--- config.mk ---
export PLATFORM = sky130hd
export DESIGN_NAME = cmem_seq_ctrl
export DESIGN_NICKNAME = d
export VERILOG_FILES = /design/src/rtl/cmem_seq_ctrl.sv
export SDC_FILE = /design/constraint.sdc
export NUM_CORES = 1
export LEC_CHECK = 0
export ABC_AREA = 1
export CORE_UTILIZATION = 54
export CTS_BUF_LIST = sky130_fd_sc_hd__clkbuf_4 sky130_fd_sc_hd__clkbuf_8 sky130_fd_sc_hd__clkbuf_16
export CTS_CLUSTER_DIAMETER = 80
export DETAILED_ROUTE_END_ITERATION = 12
export GPL_TIMING_DRIVEN = 0
export PLACE_DENSITY = 0.88
export SYNTH_ARGS = -nofsm -noshare
export SYNTH_HDL_FRONTEND = slang
export SYNTH_SLANG_ARGS = --single-unit
--- constraint.sdc ---
create_clock -name clk -period 4.3 [get_ports clk]
set_clock_uncertainty 0.15 [all_clocks]
set_input_delay 0.645 -clock clk [delete_from_list [all_inputs] [get_ports clk]]
set_output_delay 0.645 -clock clk [all_outputs]
set_load 0.05 [all_outputs]
--- src/rtl/cmem_seq_ctrl.sv ---
// Compensation-memory sequencer: turns the weight stream into write / change-column / load-done / preload
// controls, then runs the column-parallel preload. Optional sticky protocol checker: CMEM_SEQ_ERR_CHECK_EN.
module cmem_seq_ctrl #(
  parameter int N_COL = 8,
  parameter int N_ROW = 3
) (
  input  logic       clk,
  input  logic       rst,
  input  logic       start,
  input  logic [2:0] cw_in,
  input  logic       cw_in_valid,
  output logic       cw_in_ready,
  input  logic       cw_col_end,
  input  logic       cw_col_skip,
  input  logic       preload_req,
  input  logic       cmem_out_valid,
  output logic [2:0] cmem_weight,
  output logic       cmem_wr_valid,
  output logic       cmem_change_col,
  output logic       cmem_load_done,
  output logic       cmem_preload,
  output logic       busy,
  output logic       tile_done,
  output logic       err
);
  localparam int COL_W = $clog2(N_COL + 1);
  localparam int ROW_W = $clog2(N_ROW + 1);

  typedef enum logic [2:0] {S_IDLE, S_LOAD, S_LOADED, S_PRELOAD, S_FLUSH} state_t;

  state_t           state_reg;
  logic [COL_W-1:0] col_cnt_reg;
  logic [ROW_W-1:0] row_cnt_reg;
  logic [ROW_W-1:0] beat_cnt_reg;
  logic             loaded_seen_reg;

  logic [ROW_W-1:0] row_inc;
  logic [ROW_W-1:0] beat_inc;
  logic             last_col;
  logic             col_close;
  logic             col_chg;

  // A beat wins over a skip on the same cycle; the skip is then ignored.
  always_comb begin
    row_inc  = row_cnt_reg + ROW_W'(1);
    beat_inc = beat_cnt_reg + ROW_W'(1);
    last_col = (col_cnt_reg == COL_W'(N_COL - 1));
    if (cw_in_valid) begin
      col_close = cw_col_end || (row_inc == ROW_W'(N_ROW));
      col_chg   = cw_col_end && (row_inc < ROW_W'(N_ROW));
    end else begin
      col_close = cw_col_skip;
      col_chg   = cw_col_skip;
    end
  end

  always_ff @(posedge clk) begin
    if (rst) begin
      state_reg       <= S_IDLE;
      col_cnt_reg     <= '0;
      row_cnt_reg     <= '0;
      beat_cnt_reg    <= '0;
      loaded_seen_reg <= 1'b0;
      cw_in_ready     <= 1'b0;
      cmem_weight     <= 3'd0;
      cmem_wr_valid   <= 1'b0;
      cmem_change_col <= 1'b0;
      cmem_load_done  <= 1'b0;
      cmem_preload    <= 1'b0;
      busy            <= 1'b0;
      tile_done       <= 1'b0;
    end else begin
      cmem_wr_valid   <= 1'b0;
      cmem_change_col <= 1'b0;
      tile_done       <= 1'b0;
      case (state_reg)
        S_IDLE: begin
          if (start) begin
            state_reg   <= S_LOAD;
            col_cnt_reg <= '0;
            row_cnt_reg <= '0;
            cw_in_ready <= 1'b1;
            busy        <= 1'b1;
          end
        end
        S_LOAD: begin
          if (cw_in_valid) begin
            cmem_wr_valid <= 1'b1;
            cmem_weight   <= cw_in;
          end
          cmem_change_col <= col_chg;
          if (col_close) begin
            row_cnt_reg <= '0;
            if (last_col) begin
              col_cnt_reg     <= '0;
              state_reg       <= S_LOADED;
              cw_in_ready     <= 1'b0;
              loaded_seen_reg <= 1'b0;
            end else begin
              col_cnt_reg <= col_cnt_reg + COL_W'(1);
            end
          end else if (cw_in_valid) begin
            row_cnt_reg <= row_inc;
          end
        end
        // load_done rises one cycle after entry so the final write lands before the index rewinds.
        S_LOADED: begin
          cmem_load_done  <= 1'b1;
          loaded_seen_reg <= 1'b1;
          if (preload_req && loaded_seen_reg) begin
            state_reg    <= S_PRELOAD;
            cmem_preload <= 1'b1;
            beat_cnt_reg <= '0;
          end
        end
        S_PRELOAD: begin
          cmem_load_done <= 1'b1;
          if (cmem_out_valid) begin
            beat_cnt_reg <= beat_inc;
            if (beat_inc == ROW_W'(N_ROW)) begin
              state_reg    <= S_FLUSH;
              cmem_preload <= 1'b0;
            end
          end
        end
        S_FLUSH: begin
          cmem_load_done <= 1'b0;
          busy           <= 1'b0;
          tile_done      <= 1'b1;
          state_reg      <= S_IDLE;
        end
        default: state_reg <= S_IDLE;
      endcase
    end
  end

`ifdef CMEM_SEQ_ERR_CHECK_EN
  logic err_cond;

  always_comb begin
    err_cond = (cw_in_valid && (state_reg != S_LOAD)) ||
               (cw_col_skip && (cw_in_valid || (state_reg != S_LOAD))) ||
               ((state_reg == S_PRELOAD) && !preload_req);
  end

  always_ff @(posedge clk) begin
    if (rst) begin
      err <= 1'b0;
    end else if (err_cond) begin
      err <= 1'b1;
    end
  end
`else
  assign err = 1'b0;
`endif

endmodule
After elaboration in Yosys (flattened, before gate mapping)
Index checks and enable logic that the tools add are counted.
Storage, ports and cells
  register bits: 22
  input bits: 11
  output and inout port bits: 11
  logic and storage cells: 85
Cells by class
  $add $sub $neg: 3
  order comparisons: 1
  eq/ne operators: 14
  muxes and demuxes: 33
  bitwise operators: 1
  reductions and logical operators: 20
Operators with widths (number)
  $mux W3: 6
  $mux W4: 3
  $ne A2 B2 Y1 const B: 6
  $pmux W3 S4: 1
  $reduce_and A3 Y1: 4
  $mux W1: 10
  $mux W2: 5
  $pmux W1 S2: 5
  $reduce_bool A2 Y1: 5
  $pmux W2 S2: 2
  $pmux W4 S2: 1
  $reduce_and A4 Y1: 2
  $eq A3 B2 Y1 const B: 2
  $reduce_and A6 Y1: 1
  $add A2 B1 Y2 const B: 2
  $add A4 B1 Y4 const B: 1
  $eq A2 B2 Y1 const B: 2
  $eq A4 B3 Y1 const B: 1
  $reduce_and A2 Y1: 2
  $reduce_or A2 Y1: 2
  $eq A3 B1 Y1 const B: 1
  $eq A3 B3 Y1 const B: 1
  $logic_not A3 Y1: 1
  $ne A3 B3 Y1 const B: 1
  4 further kinds: 5

Logic depth before layout (Yosys ltp)
  depth after elaboration: 6
  depth in mapped cells: 11
  gate-level depth less buffers: 11

Worst setup path after synthesis
OpenSTA, ideal clock, no wires.
  path kind: input port to flip-flop
  from: in cw_col_end
  to: reg state_reg[0]
  setup time: 114 ps
  arrival: 1277 ps
  data required time: 4036 ps
  slack: 2759 ps
  stages: 8
  buffers on the path: 0
  path through: o21ai_0 nand2_1 nor2_1 nor2_2 nand2_2 nand2_1 nand2_1 nor2_2
On the way
  cells in the longest elaborated chain, start to end: 4
RTL lines
  from (decl): line 13  | input logic cw_col_end,
  $logic_or A1 B1 Y1: line 49  | col_close = cw_col_end || (row_inc == ROW_W'(N_ROW));
  $mux W1: line 48  | if (cw_in_valid) begin
  $ne A2 B2 Y1 (no line)
  $reduce_and A6 Y1 (no line)
  to (signal assigned): line 59  | state_reg <= S_IDLE;
  to (signal assigned): line 79  | state_reg <= S_LOAD;
  to (signal assigned): line 96  | state_reg <= S_LOADED;
  to (decl): line 31  | state_t state_reg;
Every way passes these cells.
A chain may end at the register's enable or synchronous reset.

Worst setup path in the final report
  from: reg cmem_load_done
  to: out cmem_load_done
RTL lines
  from (decl): line 20  | output logic cmem_load_done,
  from (signal assigned): line 68  | cmem_load_done <= 1'b0;
  from (signal assigned): line 108  | cmem_load_done <= 1'b1;
  from (signal assigned): line 117  | cmem_load_done <= 1'b1;
No word-level cell between the ends.

==> metrics.cfg <==
[global_routing]
grt_usage_pct = 22.51
grt_pass1_wl_microns = 3594
grt-ovfl-total = 0
grt_max_degree = 13
grt_pass1_vias = 906
grt_antenna_before_repair = 0

[detailed_routing]
drc = 0
first_pass_iters = 4
drt-initial-drc-count = 8
finalWirelength_microns = 2290
via_per_inst = 5.024
vias = 1055
wl_per_cell_microns = 10.90
postRouteAntennaNets = 0

[placement]
port_buffers = 20
place_inst = 206
place_congestion = 0.7943
place_area_sq_mm = 0.001369
place_hpwl_microns = 1729

[final_layout]
area_growth_pct = 23.82
final_nets = 198
layout.cells.non_filler = 210
drive_gt1_share_pct = 16.39
finish.instance_area_sq_mm = 0.001405
fillers = 167
multiInputGateArea_sq_um = 611.8
antennaDiodeCount = 0
final-seq-area_sq_um = 440.4
largest_reg_flops = 4

[floorplan]
rows = 16
ios = 22
die_h_microns = 47.84
die_w_microns = 47.84
dieArea_sq_mm = 0.002289
core_sq_mm = 0.001962
start_util_pct = 57.84

[run]
maxCapViolCount = 0

[power_and_ir_drop]
p_per_area_mw_per_mm2 = 610.1
finalPower_mw = 0.8573
peakVddDrop_mv = 0.3803
leakagePower_nw = 0.6188

[sta]
tightest_slew_ns = 0.5264
hold_viol_final = 0
fmax_mhz = 442.5
rsz0062_at_grt = no
hold-worst-slack_ns = 0.3320
setup_viol = 0
fin_setup_tns_ns = 0
min_period_over_period_pct = 52.56
finalMaxSlewViolations = 0
relSlewSlack_pct = 64.90
min_period_ns = 2.260

[yosys]
synth_area_per_cell_sq_um = 7.137
syn-cell-area_sq_mm = 0.001135
yosysWarningCount = 0
yosysSeqAreaShare_pct = 38.81
synth-seq-cells = 22
ys_types = 25
synth-edff-count = 0
syn-num-nets = 173
synthCells = 159
async_reset_ff_share_pct = 0
synth-main-ff-cell = dfxtp_1

[clock_network]
htree_levels = 1
root_buffer = clkbuf_4
ctsLongestPathBuffers = 2
cts_resized = 0
holdBufCountCts = 0
cts_inserted_buffers = 3
cts_tree = done
path_clk_slew_ns = 0.12
cts_sinks = 22
cts_setup_buffers = 0
insertion_delay_ns = 0.31

[worst_setup_path]
crit_chain = clkdlybuf4s50_1
crit_buf_inv = 1
cp_num_cells = 1
crit_path_end = cmem_load_done
r2r-start = row_cnt_reg[0]
critPathRequiredTime_ns = 3.50
cp_max_fo = 2
crit_arrival_ns = 1.47
rr_endpoint = state_reg[0]
crit_slowest_cell = clkdlybuf4s50_1
start_kind = register
worst-r2r-cell-count = 10
worstSetupEndpointType = primary output
reg2reg_slack_ns = 2.70
max_stage_delay_ns = 0.80
crit_family = buffers and inverters
cp-startpoint = cmem_load_done
crit_type = register to primary output

[outcome]
status = finished clean

[min_path]
min-delay-path-class = register to register

[stage by stage]
stage	setup slack (ns)	util, %
finish	2.040	71.62
global route	1.982	71.62
floorplan	2.759	-
CTS	2.023	71.62
global placement	2.136	69.77
detailed placement	2.121	69.77
[placed cells by master, fill, tap and decap left out, drive strengths merged, types with 3 or more instances in the layout]
master	netlist	layout
nand2	42	42
nor2	33	33
dfxtp	22	22
clkdlybuf4s50	0	20
inv	16	16
a21oi	14	14
o21ai	9	9
nand3	6	6
clkbuf	1	5
nor3	4	4
ha	3	3
[kinds of logic (layout without fill, tap and decap cells)]
group / Yosys count / after routing / share of synthesized area [%]
simple gates: 89 / 89 / 38.15
compound gates: 24 / 24 / 12.13
flops: 22 / 22 / 38.81
buf+inv: 20 / 44 / 7.276
fa+ha+maj: 3 / 3 / 3.308
other cells: 1 / 1 / 0.3304
[cells in the mapped netlist, types with 2 or more instances]
cell	number	area, sq um
buf_4	2	15.01
inv_1	13	48.80
a21oi_1	13	65.06
nand2_1	32	120.1
ha_1	3	37.54
inv_2	3	11.26
nor3_1	4	20.02
nand2_2	10	62.56
dfxtp_1	22	440.4
nor2_2	4	25.02
nand3_1	5	25.02
o21ai_0	8	40.04
nor2_4	2	22.52
nor2_1	27	101.4
[power breakdown]
part           total (mW)  internal [mW]  switching (mW)
Clock               0.113         0.0517          0.0609
Sequential          0.288          0.254          0.0339
Combinational       0.457          0.163           0.294
[layout make-up]
| cell class | instances | share of cell area [%] |
|---|---|---|
| Timing Repair Buffer | 20 | 14.25 |
| Inverter | 17 | 4.541 |
| Clock buffer | 4 | 2.582 |
| Sequential cell | 22 | 31.34 |
| Tap cell | 27 | 2.404 |
| Buffer | 3 | 1.336 |
| Multi-Input combinational cell | 117 | 43.54 |
[metal layers]
layer  share of wire (%)  vias up  GRT usage, %  wire length [microns]
met5                   0        -             0                      0
met4                 2.1        0         11.67                     47
met3                 3.5        7         3.774                     81
met2                  49       18         40.27                   1131
met1                  45      476         25.34                   1030
li1                    -      554             -                      -
[how the worst min path moves through the flow]
stage	depth (start not counted)	slack [ns]	from	endpoint
after CTS	2	0.34	cmem_preload	cmem_preload
final	2	0.33	busy	busy
after global routing	2	0.37	busy	busy
after global placement	2	0.31	busy	busy
after detailed placement	2	0.31	busy	busy
after floorplan	2	0.30	loaded_seen_reg	loaded_seen_reg
(Power assumes the default switching activity.)
